`src/rtl/down_counter_borrow.sv`:
```
// down_counter_borrow
// ---------------------------------------------------------------------------
// Loadable WIDTH-bit decrementer. It is the subtract-one counterpart of the
// add-one incrementer and serves as a countdown timer or loop counter.
//
// Modes (WRAP parameter):
//   WRAP = 0  one-shot: counting stops at zero and done_o is raised.
//   WRAP = 1  wrap:     0 rolls over to 2^WIDTH-1 and stat_o pulses once.
//
// Ports:
//   clk         clock, rising-edge active
//   rst         asynchronous, active-high reset
//   load_i      synchronous load of load_val_i; this also starts a count
//   load_val_i  value to load (WIDTH bits)
//   en_i        decrement enable; one step per cycle in RUN
//   ack_i       clears done_o and returns the FSM to IDLE
//   count_o     current counter value (registered)
//   stat_o      borrow pulse on a 0 -> max wrap (WRAP = 1 only)
//   done_o      one-shot expiry flag (WRAP = 0 only); held until ack or load
//   busy_o      high while the FSM is in RUN (registered)
//
// Command priority is load > ack > en in every state.
// ---------------------------------------------------------------------------
module down_counter_borrow #(
  parameter int WIDTH = 2,
  parameter int WRAP  = 0
) (
  input  logic             clk,
  input  logic             rst,
  input  logic             load_i,
  input  logic [WIDTH-1:0] load_val_i,
  input  logic             en_i,
  input  logic             ack_i,
  output logic [WIDTH-1:0] count_o,
  output logic             stat_o,
  output logic             done_o,
  output logic             busy_o
);

  localparam bit WrapMode = (WRAP != 0);

  typedef enum logic [1:0] {
    IDLE    = 2'd0,
    RUN     = 2'd1,
    EXPIRED = 2'd2
  } state_t;

  state_t           state_q, state_d;
  logic [WIDTH-1:0] count_q, count_d;
  logic             stat_q,  stat_d;
  logic             done_q,  done_d;
  logic             busy_q,  busy_d;

  logic             countIsZero;
  logic             countIsOne;
  logic             loadIsZero;

  assign countIsZero = (count_q == '0);
  assign countIsOne  = (count_q == WIDTH'(1));
  assign loadIsZero  = (load_val_i == '0);

  // Next-state logic. stat is a single-cycle pulse, so it defaults low and is
  // raised only on the edge that performs a wrap. done is a level signal:
  // only an expiry, an ack or a load can change it.
  always_comb begin
    state_d = state_q;
    count_d = count_q;
    stat_d  = 1'b0;
    done_d  = done_q;

    if (load_i) begin
      count_d = load_val_i;
      // In one-shot mode, loading zero means the count has already expired.
      if (!WrapMode && loadIsZero) begin
        state_d = EXPIRED;
        done_d  = 1'b1;
      end else begin
        state_d = RUN;
        done_d  = 1'b0;
      end
    end else if (ack_i) begin
      state_d = IDLE;
      done_d  = 1'b0;
    end else if (en_i && (state_q == RUN)) begin
      if (countIsZero) begin
        if (WrapMode) begin
          // Borrow: the modulo subtract wraps to all ones.
          count_d = count_q - WIDTH'(1);
          stat_d  = 1'b1;
        end else begin
          state_d = EXPIRED;
          done_d  = 1'b1;
        end
      end else begin
        count_d = count_q - WIDTH'(1);
        // Done is raised on the edge where zero is reached, so it lines up
        // with count reading 0.
        if (!WrapMode && countIsOne) begin
          state_d = EXPIRED;
          done_d  = 1'b1;
        end
      end
    end

    busy_d = (state_d == RUN);
  end

  // State and output registers. Reset clears everything at once, without
  // waiting for a clock edge.
  always_ff @(posedge clk or posedge rst) begin
    if (rst) begin
      state_q <= IDLE;
      count_q <= '0;
      stat_q  <= 1'b0;
      done_q  <= 1'b0;
      busy_q  <= 1'b0;
    end else begin
      state_q <= state_d;
      count_q <= count_d;
      stat_q  <= stat_d;
      done_q  <= done_d;
      busy_q  <= busy_d;
    end
  end

  assign count_o = count_q;
  assign stat_o  = stat_q;
  assign done_o  = done_q;
  assign busy_o  = busy_q;

endmodule

```
`config.mk`:
```
export PLATFORM = sky130hd
export DESIGN_NAME = down_counter_borrow
export DESIGN_NICKNAME = d
export VERILOG_FILES = /design/src/rtl/down_counter_borrow.sv
export SDC_FILE = /design/constraint.sdc
export NUM_CORES = 1
export LEC_CHECK = 0
export CORE_AREA = 2 2 39 41
export DETAILED_ROUTE_END_ITERATION = 8
export DIE_AREA = 0 0 41 43
export GPL_TIMING_DRIVEN = 0
export MAX_ROUTING_LAYER = met4
export SLEW_MARGIN = 10
export SYNTH_ARGS = -nofsm -noshare
export SYNTH_HDL_FRONTEND = slang
export SYNTH_SLANG_ARGS = --single-unit
```
`constraint.sdc`:
```
create_clock -name clk -period 1.9 [get_ports clk]
set_input_delay 0.19 -clock clk [delete_from_list [all_inputs] [get_ports clk]]
set_output_delay 0.19 -clock clk [all_outputs]
set_load 0.02 [all_outputs]
```
# After elaboration in Yosys (flattened, before gate mapping)
# Index checks and enable logic that the tools add are counted.
# classes
n_addsub	1
n_eq_ne	5
muxes	16
reduce_logical	8
# op_table
op	count
2-bit two-way mux	10
2-bit by 1-bit == test with 1-bit output (second input constant)	3
1-bit two-way mux	6
2-bit logical NOT	2
2-bit != test (second input constant)	2
4-bit nonzero test	1
3-bit AND reduction	1
3-bit nonzero test	1
2-bit AND reduction	1
2-bit nonzero test	1
2-bit by 1-bit subtractor with 2-bit output (second input constant)	1
1-bit logical AND	1
# word_totals
regBits	6
inputBits	7
output_inout_bits	5
word_cells	34

# Depth between registers and ports, before layout
# depth
word_depth	7
mapped_depth	5
mapped_depth_nobuf	5

# Worst setup path after synthesis
# Ideal clock, no wire load.
# synth_timing
path_kind	register to register
startpoint	reg count_q[0], in the netlist count_o[0]
endpoint	reg count_q[0], in the netlist count_o[0]
setup_time_ns	0.124
t_arrival_ns	1.362
slack_ns	0.414
stages_incl_launch_ff	6
path_buffers	0
synth_period_minus_slack_ns	1.486
cell_sequence	dfrtp_1 -> inv_1 -> ha_1 -> nor3b_2 -> a21oi_1 -> o31a_1
# synth_between
elab_chain_len	5
elab_cells_between_ends	8
# synth_rtl
element	line_no	text
start: declaration	49	logic [WIDTH-1:0] count_q, count_d;
start signal: assignment	119	count_q <= count_d;
2-bit by 1-bit subtractor with 2-bit output	95	count_d = count_q - WIDTH'(1);
2-bit two-way mux	85	if (countIsZero) begin
2-bit two-way mux	84	end else if (en_i && (state_q == RUN)) begin
2-bit two-way mux	81	end else if (ack_i) begin
2-bit two-way mux	71	if (load_i) begin
# Parallel ways exist; a longest one is shown, timed or not. The select of a mux whose other input is x is not followed.
# A chain may end at the register's enable or synchronous reset.

# Final worst setup path
# Same ends and word-level chain as after synthesis.

==> flow_metrics.tcl <==
set metrics [dict create \
    yosys-top-cells-count "6 x dfrtp_1, 4 x inv_1, 4 x nor2_1" \
    p_comb_frac 0.284 \
    gp_congestion 0.689 \
    finalMaxSlewViolations 0 \
    wl_um 703 \
    slowest_stage "dfrtp_1" \
    drt_iter0_markers 3 \
    synth_cell_types 22 \
    clkTransAtPathRegs_ns 0.04 \
    clockBufferDepth 2 \
    crit_arrival_ns 1.58 \
    power_switching_uw 98.0 \
    ys_async_sr_fraction 1.00 \
    syn_area_um2 392 \
    insertion_delay_ns 0.24 \
    grt_pass1_vias 324 \
    drt-wirelength-per-cell_um 10.3 \
    die_h_um 43 \
    yosysTopAreaCellShare 0.383 \
    portBuffers 10 \
    p_leak_uw 0.000249 \
    startpoint_type "flop" \
    worstPathMaxFanout 4 \
    holdBufCountCts 0 \
    ys_ff_latch 6 \
    fin_util 0.386 \
    numCtsBuffers 3 \
    die_width_um 41 \
    via_per_inst 4.47 \
    cts_root_buf "clkbuf_4" \
    synth_enable_flop_cells 0 \
    placed_area_um2 512 \
    drv_cap 0 \
    nets 63 \
    netlist_instances 39 \
    drive_above_1_share 0.173 \
    seqPwrFrac 0.407 \
    vias 304 \
    dr.pass1.iters 3 \
    drc 0 \
    grt_max_degree 9 \
    grt_usage 0.116 \
    power.density_nw_per_um2 674 \
    syn_nets 48 \
    n_antenna_cell 0 \
    ios 12 \
    die_area_um2 1760 \
    worstSetupEndpointType "flop" \
    clkPwrFrac 0.308 \
    htreeDepth 1 \
    synth_top_cell_by_area "dfrtp_1" \
    core_area_um2 1380 \
    overflow 0 \
    grt_setup_unrepaired "false" \
    fin_crit_ns 1.46 \
    worst-setup-path-type "flop to flop" \
    antenna_found_initial 0 \
    crit_chain "inv_1, ha_1, nor3b_2, a21oi_1, o31a_1" \
    cts_tree "done" \
    finalHoldViolations 0 \
    fin_skew_ns 0.00207 \
    swShare 0.272 \
    ys_warn_count 0 \
    start_util 0.283 \
    min_path_type "input port to async pin" \
    num_rows 14 \
    syn2layout_area_growth_pct 36.4 \
    grt_pass1_wl_mm 1.26 \
    ys.flop_type "dfrtp_1" \
    clock_sinks 6 \
    dpl.cell_count 65 \
    cts_resized 0 \
    synth_most_common_cell "dfrtp_1" \
    setup_tns_ns 0 \
    ir_worst_vdd_v 0.000391 \
    yosysSeqAreaShare 0.383 \
    synth_top_cells_by_area "dfrtp_1 38%, ha_1 6.4%, nor3b_2 6.4%" \
    synth_area_per_cell_um2 10.0 \
    crit_path_max_incr_delay_ns 0.37 \
    antenna_left 0 \
    finalSetupViolations 0 \
    status "completed" \
    final_cells 68 \
    period_share 0.771 \
    post-cts-setup-buffer-count 0 \
    intPower_uw 262 \
    clock.fmax_mhz 683 \
    final_area_um2 534 \
    required_ns 2.02 \
]
-- worst max-delay path, delay by kind of cell, from the launching register on --
family                   cells  cell delay, ns
AO/OA/AOI/OAI                2            0.39
adder cells (fa/ha/maj)      1            0.24
buffers and inverters        1            0.08
flip-flops                   1            0.37
AND/OR/NAND/NOR              1            0.26
-- sequential cells by signal (all words and copies together) (netlist names) --
register and count:
count_o 2, state_q 2, busy_o 1, done_o 1
-- final timing paths --
| check | end | depth (start not counted) | slack [ns] | startpoint |
|---|---|---|---|---|
| setup / recovery | count_o[0] | 5 | 0.44 | count_o[0] |
| hold / removal | done_o | 2 | 0.16 | rst |
| setup reg to reg | count_o[0] | 5 | 0.44 | count_o[0] |
| hold reg to reg | done_o | 1 | 0.52 | done_o |
| max in group asynchronous | state_q[1] | 2 | 1.54 | rst |
| min in group clk | done_o | 1 | 0.52 | done_o |
-- per-stage QoR --
step	hold WS (ns)	total power, uW	worst slack (ns)
5_1_grt	0.202	387	0.343
3_5_place_dp	0.421	253	0.372
4_1_cts	0.163	369	0.417
3_3_place_gp	0.419	251	0.410
2_1_floorplan	-0.0190	208	0.414
6_report	0.165	360	0.435
-- routing by layer --
metal  up-vias  part of all wire  routed length (um)  track usage
li1        161                 -                   -            -
met1       135              0.42                 298        0.132
met2         6              0.51                 361        0.150
met3         2             0.048                  34       0.0314
met4         0             0.011                   8        0.120
met5         -                 0                   0            -
-- cell usage in the layout, fill, tap and decap left out, drive strengths merged --
cell type / n
or2: 1
nand2: 1
buf: 1
clkdlybuf4s50: 10
a211oi: 1
nor3b: 3
dfrtp: 6
conb: 1
nor2b: 2
a21oi: 2
clkbuf: 3
o21ai: 2
o31a: 2
o32ai: 1
a221o: 1
nor2: 4
inv: 4
or2b: 1
and3: 1
nand2b: 2
ha: 2
o211a: 1
-- kinds of logic after synthesis --
| kind of cell | synth area share |
|---|---|
| simple gates | 0.275 |
| compound gates | 0.211 |
| flops | 0.383 |
| buf+inv | 0.0575 |
| fa+ha+maj | 0.0639 |
| other cells | 0.00958 |
-- cell type report --
type	instances	area (um^2)
tap	16	20.0
fill	146	850
clock buffer	3	22.5
sequential	6	150
timing repair buffer	10	100
buffer	1	7.51
multi-input combinational	28	219
inverter	4	15.0
-- power groups by stage --
stage,registers [uW],clock network (uW),logic [uW]
finish,147,111,102
global route,148,126,112
CTS,147,118,104
detailed placement,149,0,104
global placement,149,0,102
floorplan,159,0,49.9
Power figures use the tool's default switching activity.
